**config.mk**
```make
export PLATFORM = sky130hd
export DESIGN_NAME = rv_stream_demux
export DESIGN_NICKNAME = d
export VERILOG_FILES = /design/src/rtl/rv_stream_demux.sv
export SDC_FILE = /design/constraint.sdc
export NUM_CORES = 1
export LEC_CHECK = 0
export ABC_CLOCK_PERIOD_IN_PS = 1900
export CORE_MARGIN = 3
export CORE_UTILIZATION = 47
export DETAILED_ROUTE_END_ITERATION = 6
export HOLD_SLACK_MARGIN = 0.1
export PLACE_DENSITY = 0.75
export SLEW_MARGIN = 20
export SYNTH_ARGS = -nofsm -noshare
export SYNTH_HDL_FRONTEND = slang
export SYNTH_HIERARCHICAL = 1
export SYNTH_SLANG_ARGS = --single-unit
```
**constraint.sdc**
```tcl
create_clock -name clk -period 1.9 [get_ports clk]
set_input_delay 0.475 -clock clk [delete_from_list [all_inputs] [get_ports clk]]
set_output_delay 0.475 -clock clk [all_outputs]
set_load 0.03 [all_outputs]
```
**src/rtl/rv_stream_demux.sv**
```systemverilog
// Per-lane valid/ready demultiplexer: one producer per lane fans out to NUM_OUTS consumers.
// Optional per-lane stall counters on perf_stalls when RV_STREAM_DEMUX_STALL_CNT_EN is defined.

module rv_stream_demux_buf #(
  parameter int BUFFERED = 1,
  parameter int DATAW    = 8
) (
  input  logic             clk,
  input  logic             reset,
  input  logic             req,
  input  logic [DATAW-1:0] push_data,
  output logic             rdy,
  output logic             vld,
  output logic [DATAW-1:0] data,
  input  logic             pop_rdy
);
  if (BUFFERED == 1) begin : g_skid
    typedef enum logic [1:0] {EMPTY, ONE, FULL} state_t;
    state_t           state, state_nx;
    logic [DATAW-1:0] d0, d1;
    logic             push, pop;

    // rdy depends only on the state register, so ready_out never reaches ready_in
    assign rdy  = (state != FULL);
    assign vld  = (state != EMPTY);
    assign data = d0;
    assign push = req && rdy;
    assign pop  = vld && pop_rdy;

    always_ff @(posedge clk or negedge reset)
      if (!reset) state <= EMPTY;
      else        state <= state_nx;

    always_comb begin
      state_nx = state;
      case (state)
        EMPTY:   if (push) state_nx = ONE;
        ONE:     if (push && !pop) state_nx = FULL;
                 else if (pop && !push) state_nx = EMPTY;
        FULL:    if (pop) state_nx = ONE;
        default: state_nx = EMPTY;
      endcase
    end

    always_ff @(posedge clk)
      case (state)
        EMPTY:   if (push) d0 <= push_data;
        ONE:     if (push && pop) d0 <= push_data;
                 else if (push) d1 <= push_data;
        FULL:    if (pop) d0 <= d1;
        default: ;
      endcase
  end else if (BUFFERED == 2) begin : g_reg
    logic             v;
    logic [DATAW-1:0] q;
    logic             push;

    assign rdy  = !v || pop_rdy;
    assign push = req && rdy;
    assign vld  = v;
    assign data = q;

    always_ff @(posedge clk or negedge reset)
      if (!reset)       v <= 1'b0;
      else if (push)    v <= 1'b1;
      else if (pop_rdy) v <= 1'b0;

    always_ff @(posedge clk)
      if (push) q <= push_data;
  end else begin : g_pass
    logic unused_clk_rst;
    assign unused_clk_rst = &{1'b0, clk, reset};
    assign rdy  = pop_rdy;
    assign vld  = req;
    assign data = push_data;
  end
endmodule

module rv_stream_demux #(
  parameter int NUM_OUTS = 4,
  parameter int LANES    = 1,
  parameter int DATAW    = 8,
  parameter int BUFFERED = 1,
  parameter int SELW     = (NUM_OUTS > 1) ? $clog2(NUM_OUTS) : 1
) (
  input  logic                              clk,
  input  logic                              reset,
  input  logic [LANES-1:0]                  valid_in,
  input  logic [LANES*SELW-1:0]             sel_in,
  input  logic [LANES*DATAW-1:0]            data_in,
  output logic [LANES-1:0]                  ready_in,
  output logic [NUM_OUTS*LANES-1:0]         valid_out,
  output logic [NUM_OUTS*LANES*DATAW-1:0]   data_out,
  input  logic [NUM_OUTS*LANES-1:0]         ready_out
`ifdef RV_STREAM_DEMUX_STALL_CNT_EN
  ,
  output logic [32*LANES-1:0]               perf_stalls
`endif
);
  logic [NUM_OUTS-1:0][LANES-1:0]            req, rdy, vo, ro;
  logic [NUM_OUTS-1:0][LANES-1:0][DATAW-1:0] dq;
  logic [LANES-1:0][SELW-1:0]                sel;

  assign ro        = ready_out;
  assign valid_out = vo;
  assign data_out  = dq;

  always_comb begin
    sel = '0;
    for (int i = 0; i < LANES; i++)
      if (NUM_OUTS > 1) sel[i] = sel_in[i*SELW +: SELW];
  end

  // an out-of-range select matches no output: ready stays 1 and the beat is dropped
  always_comb begin
    req      = '0;
    ready_in = '1;
    for (int i = 0; i < LANES; i++)
      for (int o = 0; o < NUM_OUTS; o++)
        if (sel[i] == SELW'(o)) begin
          req[o][i]   = valid_in[i];
          ready_in[i] = rdy[o][i];
        end
  end

  for (genvar o = 0; o < NUM_OUTS; o++) begin : g_out
    for (genvar i = 0; i < LANES; i++) begin : g_lane
      rv_stream_demux_buf #(.BUFFERED(BUFFERED), .DATAW(DATAW)) u_buf (
        .clk       (clk),
        .reset     (reset),
        .req       (req[o][i]),
        .push_data (data_in[i*DATAW +: DATAW]),
        .rdy       (rdy[o][i]),
        .vld       (vo[o][i]),
        .data      (dq[o][i]),
        .pop_rdy   (ro[o][i])
      );
    end
  end

`ifdef RV_STREAM_DEMUX_STALL_CNT_EN
  logic [LANES-1:0][31:0] stall_q;
  assign perf_stalls = stall_q;

  always_ff @(posedge clk or negedge reset)
    if (!reset) stall_q <= '0;
    else
      for (int i = 0; i < LANES; i++)
        if (valid_in[i] && !ready_in[i] && stall_q[i] != 32'hFFFF_FFFF)
          stall_q[i] <= stall_q[i] + 32'd1;
`endif
endmodule
```
-- Yosys cells after proc, flatten, opt, wreduce, memory -nomap -nowiden
Cells that the tools add are included.
- output and inout port bits: 37
- register bits: 72
- input bits: 17
- eq/ne operators: 31
- bitwise gates (word level): 4
- muxes and demuxes: 44
- reductions and logical operators: 53
- operator list (kind ; number):
    8-bit 2-to-1 mux ; 12
    8-bit case mux with 3 select lines ; 4
    2-bit 2-to-1 mux ; 16
    2-bit by 1-bit inequality test with 1-bit output (second input constant) ; 12
    2-bit case mux with 3 select lines ; 4
    3-bit AND reduction ; 8
    1-bit logical AND ; 20
    4-bit AND reduction ; 4
    2-bit equality test (second input constant) ; 6
    3-bit by 1-bit inequality test with 1-bit output (second input constant) ; 4
    3-bit nonzero test ; 4
    2-bit by 1-bit equality test with 1-bit output (second input constant) ; 5
    2-bit logical NOT ; 5
    1-bit logical NOT ; 8
    1-bit 2-to-1 mux ; 8
    2-bit inequality test (second input constant) ; 4
    2-bit nonzero test ; 4
    1-bit inverter ; 4

-- Longest topological paths before layout
Gate-level depths: netlist of the first run.
- word-level depth: 8
- mapped depth: 7
- gate-level depth less buffers: 6

-- By module
The synthesis of the first run kept the hierarchy.
- modules (own cells, without submodules) (module ; area an instance (sq um) ; instances ; cells an instance):
    rv_stream_demux_buf ; 775.7 ; 4 ; 41
    rv_stream_demux ; 57.6 ; 1 ; 5

-- Least setup slack after synthesis of the first run
Ideal clock, no wire load.
- path kind: input-to-reg
- start point: in sel_in[1]
- end point: reg g_out[0].g_lane[0].u_buf.g_skid.d0[0], enable pin
- path buffers: 0
- required time: 1516 ps
- arrival: 1526 ps
- setup slack: -10 ps
- setup time: 384 ps
- stages on the path: 3
- path through: nor3b_1 mux2i_1 o21ai_0
- cells in the longest elaborated chain, start to end: 6
- elaborated cells on any way between the ends: 7
- classes of those cells: eq/ne (2); mux (1); reduce/logical (4)
- ends and longest elaborated chain (item ; line ; source):
    start, declared ; 89 ; input logic [LANES*SELW-1:0] sel_in,
    2-bit logical NOT * ; 120 ; if (sel[i] == SELW'(o)) begin
    1-bit 2-to-1 mux * ; 120 ;
    1-bit logical AND * ; 27 ; assign push = req && rdy;
    1-bit logical AND ; 48 ; ONE: if (push && pop) d0 <= push_data;
    2-bit by 1-bit inequality test with 1-bit output (no source line) ; - ;
    4-bit AND reduction (no source line) * ; - ;
    end signal, assigned ; 47 ; EMPTY: if (push) d0 <= push_data;
    end signal, assigned ; 48 ;
    end, declared ; 20 ; logic [DATAW-1:0] d0, d1;
Every way passes the cells marked *; elsewhere a longest branch is shown, timed or not.
A chain may end at the register's enable or synchronous reset.

==> flow_metrics.env, run 1 <==
export IMPL_outcome="finished with violations"
export IMPL_failed_checks="setup timing"
export IMPL_peakVddDrop_uv=422
export IMPL_cts_sinks=72
export IMPL_syn_area_um2=3160
export IMPL_power_density_nw_per_um2=939
export IMPL_syn_area_per_cell_um2=18.7
export IMPL_cp_end_kind="output pin"
export IMPL_rsz0062_at_grt="yes"
export IMPL_syn_nets=190
export IMPL_hp_class="primary input to async pin"
export IMPL_leakage_nw=1.57
export IMPL_nFillCells=426
export IMPL_htreeDepth=3
export IMPL_portBuffers=53
export IMPL_postLayoutCoreUtil_pct=65.4
export IMPL_grt_max_degree=12
export IMPL_core_um2=6420
export IMPL_drt_iter0_markers=79
export IMPL_whs_ns=0.427
export IMPL_cts_tree="yes"
export IMPL_dieWidth_um=88.0
export IMPL_dp_hpwl_um=3940
export IMPL_tightestPinTransition_ns=0.372
export IMPL_die_h_um=88.0
export IMPL_first_pass_iters=4
export IMPL_final_cell_mix="edfxtp_1 (64), clkdlybuf4s50_1 (45), buf_4 (36), mux2_4 (32), clkbuf_8 (9)"
export IMPL_grt_pass1_wl_um=8610
export IMPL_dpl_worst_slack_ns=-0.431
export IMPL_clock_path_buffers=2
export IMPL_required_ns=1.42
export IMPL_start_util_pct=49.2
export IMPL_die_area_um2=7740
export IMPL_setup_worst_path_start_class="register"
export IMPL_grt_pass1_vias=1719
export IMPL_layout_commonest_cell="edfxtp_1"
export IMPL_drtAntennaViolNets=0
export IMPL_routed_wl_um=5680
export IMPL_crit_fanout=3
export IMPL_finClkSkew_ns=0.00539
export IMPL_wl_per_cell_um=16.5
export IMPL_grt_overflow=0
export IMPL_ios=54
export IMPL_drc_errors=0
export IMPL_slew_viol_final=0
export IMPL_clock_tree_root_cell="clkbuf_8"
export IMPL_seq_area_um2=2120
export IMPL_grtUsageTotal_pct=14.9
export IMPL_max_freq_ghz=0.485
export IMPL_ff2ff_setup_slack_ns=0.06
export IMPL_syn_to_final_growth_pct=32.9
export IMPL_synth_warnings=6
export IMPL_multiInputGateArea_um2=1000
export IMPL_row_count=29
export IMPL_finalCritPeriodShare_pct=109
export IMPL_fin_ws_ns=-0.162
export IMPL_relSlewSlack_pct=75.1
export IMPL_antenna_found_initial=0
export IMPL_total_power_mw=3.94
export IMPL_maxCapViolCount=0
export IMPL_layout_drive_gt1_share_pct=42.7
export IMPL_syn_inst=169
export IMPL_place_inst=318
export IMPL_antenna_diode_count=0
export IMPL_worst_setup_path_type="register to output pin"
export IMPL_hold_viol_final=0
export IMPL_clkTransAtPathRegs_ns=0.07
export IMPL_setup_viol=2
export IMPL_period_needed_ns=2.06
export IMPL_via_count=1734
export IMPL_fin_cells=344
export IMPL_cp_arrival_ns=1.59
export IMPL_globalplace_congestion=0.746
export IMPL_nNetsFinal=285
export IMPL_cts_made_buffers=9
export IMPL_ys_seq_area_share_pct=67.1
export IMPL_synth_seq_cells=72
export IMPL_synth_cell_types=20
export IMPL_insertion_delay_ns=0.32
export IMPL_vias_per_cell=5.04
## worst max-delay path: stages (launching register included)
cell	delay (ns)
dfrtp_2	0.43
nor2b_4	0.13
inv_2	0.06
mux4_2	0.48
buf_6	0.16
## cells in the mapped netlist
cell / instances / area [µm²]
o21ai_0: 8 / 40.0
mux4_2: 1 / 22.5
o21ai_2: 4 / 35.0
edfxtp_1: 64 / 1920
nor3b_1: 1 / 7.51
and3_2: 1 / 7.51
and3b_2: 2 / 20.0
or4bb_1: 4 / 45.0
and2_1: 4 / 25.0
nor2b_4: 4 / 55.1
or2_2: 4 / 25.0
ha_1: 4 / 50.1
buf_6: 4 / 45.0
dfrtp_1: 8 / 200
mux2i_1: 4 / 40.0
and4bb_2: 4 / 50.1
mux2_4: 32 / 480
nand3b_1: 8 / 60.1
nand2_1: 4 / 15.0
inv_2: 4 / 15.0
## state kept, by name, indices dropped and copies added (netlist names)
register / cells
g_out.g_lane.u_buf/g_skid.state: 8
g_out.g_lane.u_buf/g_skid.d1: 32
g_out.g_lane.u_buf/data: 32
## worst paths after layout
path,start,cells after the start,to
worst max-delay path,g_out[2].g_lane[0].u_buf/g_skid.state[0],4,ready_in
worst min-delay path,reset,1,g_out[2].g_lane[0].u_buf/g_skid.state[1]
worst max register to register,g_out[2].g_lane[0].u_buf/g_skid.state[0],6,g_out[2].g_lane[0].u_buf/g_skid.state[1]
worst min register to register,g_out[1].g_lane[0].u_buf/g_skid.d1[1],1,g_out[1].g_lane[0].u_buf/data[1]
max in group asynchronous,reset,1,g_out[1].g_lane[0].u_buf/g_skid.state[0]
min in group clk,g_out[1].g_lane[0].u_buf/g_skid.d1[1],1,g_out[1].g_lane[0].u_buf/data[1]
## power by group
part | total [mW] | internal (mW) | switching (mW) | leakage, nW
Sequential | 1.93 | 1.86 | 0.0696 | 0.687
Clock | 1.08 | 0.580 | 0.500 | 0.0860
Combinational | 0.932 | 0.450 | 0.482 | 0.799
## area by class of cell
class / count / area share, %
Inverter: 4 / 0.357
Sequential cell: 72 / 50.6
Clock inverter: 5 / 1.19
Tap cell: 77 / 2.29
Multi-Input combinational cell: 89 / 23.8
Clock buffer: 9 / 2.95
Timing Repair Buffer: 88 / 18.8
## timing repair
action | CTS | global route
gates resized for setup | 20 | 8
hold endpoints to repair | 0 | 0
buffers inserted | 8 | 4
endpoints found under the setup margin | 8 | 6
pin swaps | 0 | 5
hold buffers | 0 | 0
## metrics by stage
stage | TNS, ns | area (µm²)
after floorplan | 0 | 3160
after global placement | -10.98 | 3910
after detailed placement | -14.14 | 3910
after CTS | -0.240 | 4150
after global routing | -0.302 | 4200
final | -0.176 | 4200
## kinds of logic after synthesis
kind of cell,Yosys count,share of synthesized area (%)
AOI/OAI and AO/OA,12,2.38
adders and majority gates,4,1.58
buffers and inverters,8,1.90
DFF,72,67.1
muxes,37,17.2
and+or+nand+nor,36,9.82
## per-layer routing
layer  vias up  track usage [%]  part of all wire, %
li1        845                -                    -
met1       845             20.4                   46
met2        39             23.8                   49
met3         5             3.29                  3.8
met4         0             4.60                 0.93
met5         -                0                    0
No activity file was read; power rests on OpenSTA's default activity.
==> run 2, diff against run 1 <==
CORE_MARGIN = 4   (was 3)
SLEW_MARGIN = default   (was 20)
==> run 2 against run 1 <==
  * The run still ends with setup timing left
  * Die area rose by 4.6%
  * Combinational power rose by 6.3%
  * Register-to-register slack barely moved
  * Core utilization rose by 0.37 points
  * Global-route usage rose by 0.18 points
  * Power fell by 1.1%
  * Maximum frequency rose by 1.5%
  * Critical endpoint unchanged
  * Largest power group unchanged
  * Highest routed layer unchanged
==> flow_metrics.env, run 2 (synthesized netlist as in run 1, its figures left out) <==
export IMPL_outcome="finished with violations"
export IMPL_failed_checks="setup timing"
export IMPL_placed_cell_area_um2=3970
export IMPL_wl_per_cell_um=16.9
export IMPL_finClkSkew_ns=0.00615
export IMPL_seq_area_um2=2120
export IMPL_postLayoutCoreUtil_pct=65.8
export IMPL_rsz0062_at_grt="yes"
export IMPL_leakage_nw=1.58
export IMPL_fin_ws_ns=-0.131
export IMPL_core_um2=6420
export IMPL_routed_wl_um=5860
export IMPL_whs_ns=0.431
export IMPL_drtAntennaViolNets=0
export IMPL_clkTransAtPathRegs_ns=0.07
export IMPL_multiInputGateArea_um2=1030
export IMPL_cts_tree="yes"
export IMPL_dp_hpwl_um=4160
export IMPL_ios=54
export IMPL_finalCritPeriodShare_pct=107
export IMPL_clkPwrFrac_pct=25.2
export IMPL_cts_sinks=72
export IMPL_row_count=29
export IMPL_dr_wl_met2_um=2910
export IMPL_syn_to_final_growth_pct=33.7
export IMPL_grt_pass1_vias=1766
export IMPL_power_density_nw_per_um2=924
export IMPL_vias_per_cell=5.03
export IMPL_dpl_worst_slack_ns=-0.662
export IMPL_clock_tree_root_cell="clkbuf_8"
export IMPL_die_h_um=90.0
export IMPL_antenna_found_initial=0
export IMPL_p_seq_share_pct=49.4
export IMPL_dieWidth_um=90.0
export IMPL_grtUsageTotal_pct=15.1
export IMPL_slew_viol_final=0
export IMPL_drt_met1_wl_um=2630
export IMPL_wl_met3_um=289
export IMPL_setup_viol=1
export IMPL_period_needed_ns=2.03
export IMPL_layout_drive_gt1_share_pct=42.0
export IMPL_worst_setup_path_type="register to output pin"
export IMPL_cp_arrival_ns=1.56
export IMPL_hp_class="primary input to async pin"
export IMPL_required_ns=1.42
export IMPL_portBuffers=53
export IMPL_maxCapViolCount=0
export IMPL_top_layer="met4"
export IMPL_setup_worst_path_start_class="register"
export IMPL_p_sw_share_pct=27.7
export IMPL_grt_max_degree=12
export IMPL_first_pass_iters=4
export IMPL_hold_viol_final=0
export IMPL_max_freq_ghz=0.492
export IMPL_layout_commonest_cell="edfxtp_1"
export IMPL_clock_path_buffers=2
export IMPL_insertion_delay_ns=0.33
export IMPL_antenna_diode_count=0
export IMPL_cp_end_kind="output pin"
export IMPL_start_util_pct=49.2
export IMPL_nFillCells=464
export IMPL_globalplace_congestion=0.796
export IMPL_nNetsFinal=285
export IMPL_die_area_um2=8100
export IMPL_drc_errors=0
export IMPL_relSlewSlack_pct=72.8
export IMPL_htreeDepth=3
export IMPL_peakVddDrop_uv=411
export IMPL_grt_overflow=0
export IMPL_hold_buffers=0
export IMPL_via_count=1742
export IMPL_tightestPinTransition_ns=0.406
export IMPL_p_switching_mw=1.08
export IMPL_comb_power_share_pct=25.4
export IMPL_cts_made_buffers=9
export IMPL_final_cell_mix="edfxtp_1 (64), clkdlybuf4s50_1 (45), mux2_4 (32), buf_4 (31), clkbuf_8 (9)"
export IMPL_grt_pass1_wl_um=9340
export IMPL_postLayoutCellArea_um2=4220
export IMPL_crit_fanout=2
export IMPL_internal_power_mw=2.82
export IMPL_drt_iter0_markers=101
[run 2: changes by cell type in the layout (fill, tap and decap cells not counted), sizes merged]
cell,delta
clkbuf,+3
buf,+2
clkdlybuf4s15,-2
bufinv,-1
[run 2: power by group through the flow]
stage	Combinational (mW)	Clock (mW)	Sequential, mW
4_1_cts	0.882	1.01	1.92
3_3_place_gp	0.885	0	1.95
2_1_floorplan	0.363	0	2.08
5_1_grt	1.07	1.09	1.94
6_report	0.991	0.984	1.93
3_5_place_dp	0.903	0	1.95
[run 2: worst paths after layout]
| kind | from | endpoint | slack, ns | cells after the start |
|---|---|---|---|---|
| max | g_out[3].g_lane[0].u_buf/g_skid.state[0] | ready_in | -0.13 | 4 |
| min | reset | g_out[0].g_lane[0].u_buf/g_skid.state[0] | 0.43 | 1 |
| max reg2reg | g_out[2].g_lane[0].u_buf/g_skid.state[0] | g_out[2].g_lane[0].u_buf/g_skid.state[1] | 0.07 | 7 |
| min reg2reg | g_out[0].g_lane[0].u_buf/g_skid.d1[7] | g_out[0].g_lane[0].u_buf/data[7] | 0.55 | 1 |
| max in group asynchronous | reset | g_out[1].g_lane[0].u_buf/g_skid.state[1] | 1.18 | 1 |
| min in group clk | g_out[0].g_lane[0].u_buf/g_skid.d1[7] | g_out[0].g_lane[0].u_buf/data[7] | 0.55 | 1 |
[run 2: what timing repair did]
| action | 4_1_cts | 5_1_grt |
|---|---|---|
| resized for setup | 32 | 19 |
| buffers inserted | 2 | 4 |
| pin swaps | 0 | 7 |
| endpoints found under the setup margin | 9 | 9 |
[run 2: critical path: stages, from the launching register on]
cell and delay (ns):
dfrtp_1 0.42, nor2b_4 0.13, inv_2 0.05, mux4_2 0.47, buf_6 0.15
[run 2: area by class of cell]
cell class	count	area share (%)
clock inverter	4	0.504
inverter	4	0.355
tap	77	2.28
multi-input combinational	89	24.3
timing repair buffer	88	19.1
sequential	72	50.2
clock buffer	12	3.20
[run 2: per-stage QoR]
stage	power, mW	TNS [ns]	instances
floorplan	2.44	0	169
global placement	2.83	-16.94	325
detailed placement	2.86	-18.98	325
CTS	3.82	-0.142	343
global route	4.10	-0.279	346
finish	3.90	-0.131	346
[run 2: per-layer routing]
metal	track usage (%)	up-vias
li1	-	842
met1	18.6	851
met3	4.42	2
met4	5.36	0
met2	25.1	47
met5	0	-
==> run 3, diff against run 2 <==
CORE_ASPECT_RATIO = 0.75   (was default)
SLEW_MARGIN = 20   (was default)
TNS_END_PERCENT = 20   (was default)
==> run 3 against run 2 <==
  * The run still ends with setup timing left
  * First-iteration DRC count is 25% higher
  * Core utilization is 1.2 points higher
  * Largest power group unchanged
  * Register-to-register slack worse by 0.05 ns
  * Wire length is 7.7% higher
  * Maximum frequency is 2.7% lower
  * Critical path depth stayed put
  * Sequential cell count stayed put
  * Via count is 3.6% higher
  * Clock power is 30% higher
  * Global-route usage is 1.4 points higher
  * Power is 7.3% higher
==> flow_metrics.env, run 3 (synthesized netlist as in run 1, its figures left out) <==
export IMPL_clock_tree_root_cell="clkbuf_8"
export IMPL_cts_made_buffers=9
export IMPL_ios=54
export IMPL_busiest_layer="met1"
export IMPL_path_buf_inv=2
export IMPL_relSlewSlack_pct=70.4
export IMPL_tightestPinTransition_ns=0.443
export IMPL_cp_slowest_cell="mux4_2"
export IMPL_start_util_pct=49.3
export IMPL_slew_viol_final=0
export IMPL_crit_fanout=3
export IMPL_fin_ws_ns=-0.187
export IMPL_cp_end_kind="output pin"
export IMPL_critPathCapture="ready_in"
export IMPL_antenna_diode_count=0
export IMPL_syn_to_final_growth_pct=35.8
export IMPL_die_h_um=79.0
export IMPL_worstReg2RegStart="g_out[1].g_lane[0].u_buf/g_skid.state[0]"
export IMPL_drt_iter0_markers=126
export IMPL_startpoint="g_out[0].g_lane[0].u_buf/g_skid.state[0]"
export IMPL_htreeDepth=3
export IMPL_nNetsFinal=292
export IMPL_core_um2=6410
export IMPL_cts_sinks=72
export IMPL_leakage_nw=1.63
export IMPL_vias_per_cell=5.07
export IMPL_layout_commonest_cell="edfxtp_1"
export IMPL_path_cells="nor2b_4 -> inv_2 -> mux4_2 -> buf_6"
export IMPL_total_power_mw=4.19
export IMPL_grtUsageTotal_pct=16.5
export IMPL_grt_use_met1_pct=24.1
export IMPL_r2r_end="g_out[1].g_lane[0].u_buf/g_skid.state[1]"
export IMPL_peakVddDrop_uv=503
export IMPL_drtAntennaViolNets=0
export IMPL_grt_overflow=0
export IMPL_required_ns=1.42
export IMPL_met3_usage_pct=5.79
export IMPL_place_inst=328
export IMPL_cts_tree="yes"
export IMPL_routed_wl_um=6310
export IMPL_antenna_found_initial=0
export IMPL_dieWidth_um=103
export IMPL_maxCapViolCount=0
export IMPL_layout_drive_gt1_share_pct=44.0
export IMPL_hold_viol_final=0
export IMPL_worst_setup_path_type="register to output pin"
export IMPL_setup_viol=3
export IMPL_portBuffers=53
export IMPL_finClkSkew_ns=0.00644
export IMPL_final_cell_mix="edfxtp_1 (64), clkdlybuf4s50_1 (44), buf_4 (42), mux2_4 (32), clkbuf_8 (9)"
export IMPL_globalplace_congestion=0.816
export IMPL_cp_arrival_ns=1.61
export IMPL_power_density_nw_per_um2=975
export IMPL_critical_path_top_delay_family="multiplexers"
export IMPL_grtUsageMet2_pct=22.9
export IMPL_failed_checks="setup timing"
export IMPL_rsz0062_at_grt="yes"
export IMPL_ff2ff_setup_slack_ns=0.02
export IMPL_period_needed_ns=2.09
export IMPL_setup_worst_path_start_class="register"
export IMPL_finalCritPeriodShare_pct=110
export IMPL_crit_cells=4
export IMPL_fin_cells=356
export IMPL_drc_errors=0
export IMPL_grt_max_degree=13
export IMPL_die_area_um2=8110
export IMPL_cpPeakStageDelay_ns=0.48
export IMPL_insertion_delay_ns=0.34
export IMPL_grt_pass1_vias=1809
export IMPL_row_count=25
export IMPL_wl_per_cell_um=17.7
export IMPL_max_freq_ghz=0.479
export IMPL_hp_class="primary input to async pin"
export IMPL_r2r_cells=7
export IMPL_grt_pass1_wl_um=9740
export IMPL_clock_path_buffers=2
export IMPL_nFillCells=426
export IMPL_via_count=1805
export IMPL_dp_hpwl_um=4130
export IMPL_clkTransAtPathRegs_ns=0.07
export IMPL_hold_buffers=0
export IMPL_outcome="finished with violations"
export IMPL_first_pass_iters=4
## run 3: how the worst min path moves through the flow
stage / end / slack [ns] / cells past startpoint
3_5_place_dp: g_out[3].g_lane[0].u_buf/data[2] / 0.54 / 1
3_3_place_gp: g_out[3].g_lane[0].u_buf/data[3] / 0.53 / 1
4_1_cts: g_out[1].g_lane[0].u_buf/g_skid.state[1] / 0.43 / 1
6_report: g_out[1].g_lane[0].u_buf/g_skid.state[1] / 0.43 / 1
5_1_grt: g_out[2].g_lane[0].u_buf/g_skid.state[1] / 0.45 / 1
2_1_floorplan: g_out[0].g_lane[0].u_buf/g_skid.state[0] / 0.18 / 0
## run 3: area by class of cell
| type | instances | area (µm²) | share of cell area (%) |
|---|---|---|---|
| inverter | 4 | 15.0 | 0.350 |
| multi-input combinational | 89 | 986 | 23.0 |
| clock buffer | 9 | 124 | 2.89 |
| timing repair buffer | 95 | 855 | 19.9 |
| sequential | 72 | 2130 | 49.5 |
| clock inverter | 6 | 85.1 | 1.98 |
| tap | 81 | 101 | 2.36 |
## run 3: power breakdown
part	switching (mW)	internal, mW
clock	0.555	0.727
combinational	0.493	0.473
sequential	0.0761	1.86
total	1.12	3.06
## run 3: layer usage
layer | vias to the layer above | wire length (µm)
li1 | 862 | -
met4 | 0 | 78
met5 | - | 0
met2 | 76 | 2760
met1 | 860 | 2940
met3 | 7 | 537
## run 3: through the flow
| step | cell area (µm²) | TNS (ns) | setup WS (ns) | hold WS, ns | util [%] |
|---|---|---|---|---|---|
| 4_1_cts | 4260 | -0.463 | -0.164 | 0.430 | 66.5 |
| 3_3_place_gp | 3960 | -12.67 | -0.396 | 0.529 | 61.8 |
| 5_1_grt | 4290 | -0.595 | -0.236 | 0.445 | 66.9 |
| 3_5_place_dp | 3960 | -13.81 | -0.451 | 0.536 | 61.8 |
| 2_1_floorplan | 3160 | 0 | 0.104 | 0.179 | - |
| 6_report | 4290 | -0.352 | -0.187 | 0.429 | 66.9 |
## run 3: what timing repair did
item | CTS | global route
setup buffers | 10 | 3
resized for setup | 19 | 8
setup endpoints to repair | 8 | 10
